### config.mk
export PLATFORM = sky130hd
export DESIGN_NAME = behavioral_alu
export DESIGN_NICKNAME = d
export VERILOG_FILES = /design/src/rtl/alu_pkg.sv /design/src/rtl/alu_core.sv /design/src/rtl/behavioral_alu.sv
export SDC_FILE = /design/constraint.sdc
export NUM_CORES = 1
export LEC_CHECK = 0
export CAP_MARGIN = 10
export CORE_MARGIN = 5
export CORE_UTILIZATION = 52
export CTS_CLUSTER_SIZE = 20
export DETAILED_ROUTE_END_ITERATION = 16
export PLACE_DENSITY = 0.9
export SKIP_LAST_GASP = 1
export SYNTH_ARGS = -nofsm -noshare
export SYNTH_HDL_FRONTEND = slang
export SYNTH_SLANG_ARGS = --single-unit
### constraint.sdc
create_clock -name clk -period 5 [get_ports clk]
set_clock_uncertainty 0.05 [all_clocks]
set_input_delay 1 -clock clk [delete_from_list [all_inputs] [get_ports clk]]
set_output_delay 1 -clock clk [all_outputs]
set_load 0.01 [all_outputs]
### src/rtl/alu_pkg.sv
// Shared opcode constants for the behavioral_alu datapath leaf and its bench.
package alu_pkg;

    localparam int OP_W = 3;

    localparam logic [OP_W-1:0] OP_ADD = 3'b000;
    localparam logic [OP_W-1:0] OP_SUB = 3'b001;
    localparam logic [OP_W-1:0] OP_AND = 3'b010;
    localparam logic [OP_W-1:0] OP_OR  = 3'b011;
    localparam logic [OP_W-1:0] OP_XOR = 3'b100;
    localparam logic [OP_W-1:0] OP_NOT = 3'b101;
    localparam logic [OP_W-1:0] OP_SHL = 3'b110;
    localparam logic [OP_W-1:0] OP_SHR = 3'b111;

endpackage : alu_pkg

### src/rtl/alu_core.sv
// Combinational ALU core: eight unsigned operations plus carry/borrow/shifted-out bit.
module alu_core
    import alu_pkg::*;
#(
    parameter int WIDTH = 4
) (
    input  logic [WIDTH-1:0] a,
    input  logic [WIDTH-1:0] b,
    input  logic [OP_W-1:0]  operation,
    output logic [WIDTH-1:0] result,
    output logic             carry
);

    logic [WIDTH:0] sum_s;
    logic [WIDTH:0] diff_s;

    // Widened add/subtract; bit WIDTH of the difference is the borrow.
    always_comb begin
        sum_s  = {1'b0, a} + {1'b0, b};
        diff_s = {1'b0, a} - {1'b0, b};
    end

    // Opcode decode; single-operand ops never reference b.
    always_comb begin
        result = {WIDTH{1'b0}};
        carry  = 1'b0;
        case (operation)
            OP_ADD: begin
                result = sum_s[WIDTH-1:0];
                carry  = sum_s[WIDTH];
            end
            OP_SUB: begin
                result = diff_s[WIDTH-1:0];
                carry  = diff_s[WIDTH];
            end
            OP_AND: begin
                result = a & b;
                carry  = 1'b0;
            end
            OP_OR: begin
                result = a | b;
                carry  = 1'b0;
            end
            OP_XOR: begin
                result = a ^ b;
                carry  = 1'b0;
            end
            OP_NOT: begin
                result = ~a;
                carry  = 1'b0;
            end
            OP_SHL: begin
                result = {a[WIDTH-2:0], 1'b0};
                carry  = a[WIDTH-1];
            end
            OP_SHR: begin
                result = {1'b0, a[WIDTH-1:1]};
                carry  = a[0];
            end
            default: begin
                result = {WIDTH{1'b0}};
                carry  = 1'b0;
            end
        endcase
    end

endmodule : alu_core

### src/rtl/behavioral_alu.sv
// Registered ALU: alu_core followed by a one-cycle output register with synchronous reset.
module behavioral_alu
    import alu_pkg::*;
#(
    parameter int WIDTH = 4
) (
    input  logic             clk,
    input  logic             rst,
    input  logic [WIDTH-1:0] a,
    input  logic [WIDTH-1:0] b,
    input  logic [OP_W-1:0]  operation,
    output logic [WIDTH-1:0] result,
    output logic             carry_out
);

    logic [WIDTH-1:0] result_d;
    logic             carry_d;
    logic [WIDTH-1:0] result_q;
    logic             carry_q;

    alu_core #(
        .WIDTH (WIDTH)
    ) u_core (
        .a         (a),
        .b         (b),
        .operation (operation),
        .result    (result_d),
        .carry     (carry_d)
    );

    // Output register; reset takes priority over whatever the core computes.
    always_ff @(posedge clk) begin
        if (rst) begin
            result_q <= {WIDTH{1'b0}};
            carry_q  <= 1'b0;
        end else begin
            result_q <= result_d;
            carry_q  <= carry_d;
        end
    end

    assign result    = result_q;
    assign carry_out = carry_q;

endmodule : behavioral_alu

# Yosys cells after proc, flatten, opt, wreduce, memory -nomap -nowiden
# Cells that the tools add are included.
# word_totals
regBits	5
latchBits	0
mem_bits_rw	0
mem_bits_ro	0
output_inout_bits	5
elab_cells	19
n_memories	0
# op_classes
n_addsub	2
n_mul	0
div	0
magnitude_cmp	0
n_eq_ne	7
shifts	0
muxes	2
n_bitwise	4
n_reduce_logical	2
# op_table
cell	count
$pmux 4 s8	1
$eq 3x3->1 const B	4
$eq 3x2->1 const B	2
$add 4x4->5	1
$pmux 1 s5	1
$sub 4x4->5	1
$and 4x4->4	1
$not 4->4	1
$or 4x4->4	1
$reduce_or 4->1	1
$xor 4x4->4	1
$eq 3x1->1 const B	1
$logic_not 3->1	1

# Logic depth before layout (Yosys ltp)
# Gate-level depths: netlist (run 1).
# depth
depth_word	3
depth_mapped	7

# Hierarchy
# A second synthesis (run 1) with hierarchy kept.
# hier_totals
cells_unflattened	99
area_unflattened_um2	808.3
# by_module_without_submodules
module	instances	cells_per_inst	area_per_inst_um2
alu_core	1	89	676.9
behavioral_alu	1	10	131.4

# Least setup slack after synthesis (run 1)
# No wires, ideal clock.
# synth_path
path_kind	input to register
start	input a[0]
end	register result_q[2], in the netlist result[2]
setup_ns	0.120
t_arrival_ns	2.171
setup_slack_ns	2.660
stages	7
path_cell_list	inv_1 > ha_1 > fa_1 > xor2_1 > a32o_1 > a21oi_1 > a21oi_1
# synth_via
elab_chain_cells	2
word_cells_on_any_way	3
cone_classes	2 x add/sub; 1 x mux
# synth_rtl
item	line_no	text
start: declaration	behavioral_alu.sv:9	input logic [WIDTH-1:0] a,
$sub 4x4->5 / $add 4x4->5 (equally long branches)	alu_core.sv:20, alu_core.sv:19	
$pmux 4 s8 *	alu_core.sv:27	case (operation)
end signal: assignment	behavioral_alu.sv:34	result_q <= {WIDTH{1'b0}};
end signal: assignment	behavioral_alu.sv:37	result_q <= result_d;
end: declaration	behavioral_alu.sv:18	logic [WIDTH-1:0] result_q;
# Every way passes the cells marked *; elsewhere a longest branch is shown, timed or not.
# A chain may end at the register's enable or synchronous reset.

# Final worst setup path (run 1)
# Same ends and word-level chain as after synthesis.

==> results_dict.tcl, run 1 <==
set metrics [dict create \
    post_drt_via_cell_ratio 6.250 \
    worstSetupPathType "in -> reg" \
    cts_tree "built" \
    cp_slowest_cell "clkdlybuf4s50_1" \
    finalHoldViolCount 0 \
    slew_headroom 0.5046 \
    clk_pin_slew_ps 40 \
    drtIter0Drc 34 \
    period_needed_ps 2850 \
    synth_top_area_cell "ha_1" \
    yosysWarnings 0 \
    grt_overflow 0 \
    rsz0062_at_grt "false" \
    final_area_sq_um 949.7 \
    async_flop_share 0 \
    synth_nets 125 \
    wl_per_cell_um 15.36 \
    ios 18 \
    finalSetupViolCount 0 \
    cts_setup_buffers 0 \
    wl_um 1966 \
    synth.cell_area_sq_um 768.2 \
    fp-row-count 13 \
    hold_end "result[0]" \
    startpoint_type "input port" \
    yosysMostFrequentCell "ha_1" \
    crit_path_cell_trace "clkdlybuf4s50_1, inv_1, ha_1, fa_1, xor2_1, a32o_1, a21oi_1, a21oi_1" \
    crit_top_cell "a21oi_1" \
    critPathArrivalTime_ps 2920 \
    powerDensity_nw_per_um2 175.7 \
    drcViolationCount 0 \
    peakVddDrop_mv 0.09357 \
    syn_to_final_growth_pct 23.62 \
    slowest_delay_ps 550 \
    core_region_area_sq_um 1350 \
    drtPass1Iterations 4 \
    io_buffers 17 \
    crit_fanout 5 \
    htree_num_levels 1 \
    grt_pass1_wl_um 3298 \
    ant_nets 0 \
    fmax_ghz 0.3508 \
    ys_seq_area_frac 0.1303 \
    synth.area.top_cells "ha_1 (20%), dfxtp_1 (13%), inv_1 (5.4%)" \
    start_util 0.5690 \
    grt_antenna_before_repair 0 \
    grt_pass1_vias 718 \
    drv_cap 0 \
    final_net_count 141 \
    synth_flop_cell "dfxtp_1" \
    fp.dieW_um 48.44 \
    fin_crit_sh 0.5701 \
    ctsRootBufferMaster "clkbuf_4" \
    synth_area_per_cell_sq_um 7.839 \
    hp-start "rst" \
    slew_viol_final 0 \
    post-place-ws_ps 1915 \
    clkSinkCount 5 \
    synth_top_area_frac 0.1954 \
    gp_congestion 0.9178 \
    grt_max_degree 23 \
    synthDistinctLibCells 37 \
    routed-via-count 800 \
    synth_edf_count 0 \
    clockBufferDepth 2 \
    cts_buffers 3 \
    placed_area_sq_um 923.4 \
    cts_resized 0 \
    ys_top_cells_by_count "ha_1 (12), inv_1 (11), a21oi_1 (6), o21ai_0 (6)" \
    place_hpwl_um 1497 \
    ys_ff_latch 5 \
    hold_depth 2 \
    fin_ws_ps 2150 \
    hp-class "in -> reg" \
    run_status "finished, final reports clean" \
    worst_slew_pin_slew_ps 740.7 \
    cp.required_ps 5070 \
    drive_above_1_share 0.04425 \
    leakagePower_nw 0.4201 \
    fin_setup_tns_ps 0 \
    syn_inst 98 \
    grt_usage 0.1757 \
    die_area_sq_um 2346 \
    ctsHoldBuffers 0 \
    endpoint_kind "register" \
    antennaDiodeCount 0 \
    die_h_um 48.44 \
]
flip-flops by register name (all words and copies together), names as in the netlist:
| register | cells |
|---|---|
| result | 4 |
| carry_out | 1 |
how the worst max path moves through the flow:
stage	start	to	slack, ps	cells after the start
5_1_grt	a[0]	carry_out	2000	8
3_5_place_dp	a[0]	result[2]	1920	8
3_3_place_gp	a[0]	result[2]	1940	8
4_1_cts	a[0]	result[2]	2160	8
2_1_floorplan	a[0]	result[2]	2660	7
6_report	a[0]	result[2]	2150	8
per-layer routing:
layer / wire length [um] / global-route usage
met3: 182 / 0.04587
met1: 778 / 0.2159
met4: 63 / 0.1106
met2: 940 / 0.2674
met5: 0 / 0
per-stage QoR:
step	utilization	total power, mW	hold WS [ps]	std cells
5_1_grt	0.7034	0.1800	1399	128
6_report	0.7034	0.1669	1392	128
4_1_cts	0.7034	0.1676	1382	128
2_1_floorplan	-	0.09071	1019	98
3_5_place_dp	0.6840	0.1199	1627	124
3_3_place_gp	0.6840	0.1170	1624	124
cells by family after synthesis:
logic type	after synthesis	share of synthesized area
and+or+nand+nor	28	0.2085
muxes	2	0.02606
buffers and inverters	17	0.09772
DFF	5	0.1303
xor gates and xnor gates	2	0.02281
adders and majority gates	14	0.2476
AOI/OAI and AO/OA	30	0.2671
placed cells by master, fill, tap and decap left out, types with 2 or more instances in the layout:
cell type        instances
mux2i_1                  2
clkbuf_4                 3
o21ai_0                  6
or3_1                    2
ha_1                    12
clkdlybuf4s50_1         17
inv_1                   11
nand2_1                  4
nand2b_1                 3
a211oi_1                 2
a31oi_1                  3
dfxtp_1                  5
nor3_1                   4
nor2b_1                  5
a21oi_1                  6
fa_1                     2
a311oi_1                 2
xor2_1                   2
nor2_1                   4
final cells by class:
cell class / instances / area [sq um]
repair buffers: 17 / 170.2
well taps: 15 / 18.77
flip-flops and latches: 5 / 100.1
clock buffers: 4 / 26.28
fillers: 108 / 400.4
multi-input cells: 76 / 593.1
inverters: 11 / 41.29
where the power goes:
group | switching, mW | internal [mW] | total, mW | leakage (nW)
Clock | 0.0163 | 0.0302 | 0.0464 | 0.0150
Sequential | 0.000980 | 0.0438 | 0.0448 | 0.0416
Combinational | 0.0390 | 0.0367 | 0.0757 | 0.364
worst max-delay path, delay by kind of cell:
family	cells	cell delay, ps
AO/OA/AOI/OAI	3	440
XOR/XNOR	1	180
adder cells (fa/ha/maj)	2	660
buffers and inverters	2	640
Note: power is estimated with default switching activity, not from simulation.
==> inputs of run 2 (changes only) <==
Settings changed: CORE_UTILIZATION 52 to 44, PLACE_DENSITY 0.9 to 0.82.
Clock period 5 ns to 2.4 ns, I/O delays scaled along.
==> run 2 against run 1 <==
  * Clock-buffer cell count is the same
  * Largest cell class unchanged
  * Final cell count grew 13%
  * Wire length grew 3.6%
  * Hold slack lost 550 ps
  * Die area grew 14%
  * Sequential share of layout area shrank 1.1 points
==> results_dict.tcl, run 2 (synthesized netlist as in run 1, its figures left out) <==
set metrics [dict create \
    run_status "finished, final reports clean" \
    ctsHoldBuffers 0 \
    fmax_ghz 0.4532 \
    fin_setup_tns_ps 0 \
    clkSinkCount 5 \
    final_common_cell "clkdlybuf4s50_1" \
    power.switching_mw 0.1301 \
    mostFrequentLayoutCells "clkdlybuf4s50_1 (17), buf_4 (14), ha_1 (12)" \
    slew_headroom 0.7515 \
    crit_fanout 3 \
    path_delay_family "adder cells" \
    ctsRootBufferMaster "clkbuf_4" \
    cp_slowest_cell "clkdlybuf4s50_1" \
    peakVddDrop_mv 0.1735 \
    grt_overflow 0 \
    endpoint_kind "register" \
    leakagePower_nw 0.4881 \
    power.internal_mw 0.2469 \
    routed-via-count 816 \
    grt_pass1_vias 775 \
    clk_pin_slew_ps 50 \
    io_buffers 17 \
    finalHoldViolCount 0 \
    die_h_um 51.79 \
    fin_crit_sh 0.9194 \
    instances_no_fill 144 \
    post_drt_via_cell_ratio 5.667 \
    htree_num_levels 1 \
    pwr-share-clk 0.288 \
    grt_pass1_wl_um 3270 \
    grt_usage 0.1663 \
    register_area_sq_um 100.1 \
    clockBufferDepth 2 \
    wl_per_cell_um 14.15 \
    grt_antenna_before_repair 0 \
    dp.cells 140 \
    period_needed_ps 2207 \
    grt_max_degree 12 \
    drv_cap 0 \
    cts_buffers 3 \
    crit_start "a[0]" \
    multi_input_area_sq_um 593.1 \
    switching_share 0.3452 \
    hp-class "in -> reg" \
    largest_reg_flops 4 \
    fp.dieW_um 51.79 \
    seqPwrFrac 0.247 \
    ios 18 \
    fp-row-count 15 \
    cp.required_ps 2500 \
    worst_slew_pin_slew_ps 371.6 \
    place_hpwl_um 1642 \
    start_util 0.4548 \
    drtPass1Iterations 4 \
    fillers 144 \
    p_comb_frac 0.465 \
    cts_tree "built" \
    syn_to_final_growth_pct 37.62 \
    slowest_delay_ps 520 \
    antennaDiodeCount 0 \
    critPathArrivalTime_ps 2300 \
    core_region_area_sq_um 1689 \
    die_area_sq_um 2682 \
    rsz0062_at_grt "false" \
    final_net_count 155 \
    hp-start "rst" \
    drcViolationCount 0 \
    cts_resized 0 \
    power_mw 0.3770 \
    gp_congestion 0.8583 \
    slew_viol_final 0 \
    drive_above_1_share 0.1496 \
    crit_top_cell "a21oi_1" \
    drtIter0Drc 10 \
    worstSetupPathType "in -> reg" \
    crit_path_cell_trace "clkdlybuf4s50_1, inv_1, ha_1, fa_1, xor2_1, a32o_1, a21oi_1, a21oi_1" \
    whs_ps 846.6 \
    crit_buf_inv 2 \
    cts_setup_buffers 0 \
    finalSetupViolCount 0 \
    startpoint_type "input port" \
    powerDensity_nw_per_um2 356.6 \
    wl_um 2037 \
    ant_nets 0 \
]
-- run 2: stage by stage --
stage	worst slack (ps)	util	area (sq um)
5_1_grt	14.56	0.6259	1057
4_1_cts	210.1	0.6259	1057
3_5_place_dp	-52.69	0.6104	1031
3_3_place_gp	7.036	0.6104	1031
2_1_floorplan	579.5	-	768.2
6_report	193.4	0.6259	1057
-- run 2: path summary, 6_finish.rpt --
kind	to	cells past startpoint	slack, ps
max	result[2]	8	190
min	result[2]	2	850
-- run 2: layout make-up --
cell class | instances | share of cell area
multi-input combinational | 76 | 0.5609
timing repair buffer | 31 | 0.2604
sequential | 5 | 0.09467
inverter | 11 | 0.03905
clock buffer | 4 | 0.02485
tap | 17 | 0.02012
-- run 2: power groups by stage --
stage / registers, mW / logic [mW] / clock network [mW]
3_3_place_gp: 0.0946 / 0.169 / 0
2_1_floorplan: 0.0988 / 0.0902 / 0
5_1_grt: 0.0935 / 0.193 / 0.116
4_1_cts: 0.0933 / 0.175 / 0.110
6_report: 0.0931 / 0.175 / 0.109
3_5_place_dp: 0.0949 / 0.174 / 0
-- run 2: per-layer routing --
| metal | wire, um | GRT usage | vias to the layer above |
|---|---|---|---|
| met5 | 0 | 0 | - |
| li1 | - | - | 407 |
| met2 | 1000 | 0.2775 | 18 |
| met1 | 909 | 0.1916 | 386 |
| met4 | 43 | 0.1004 | 0 |
| met3 | 85 | 0.03725 | 5 |
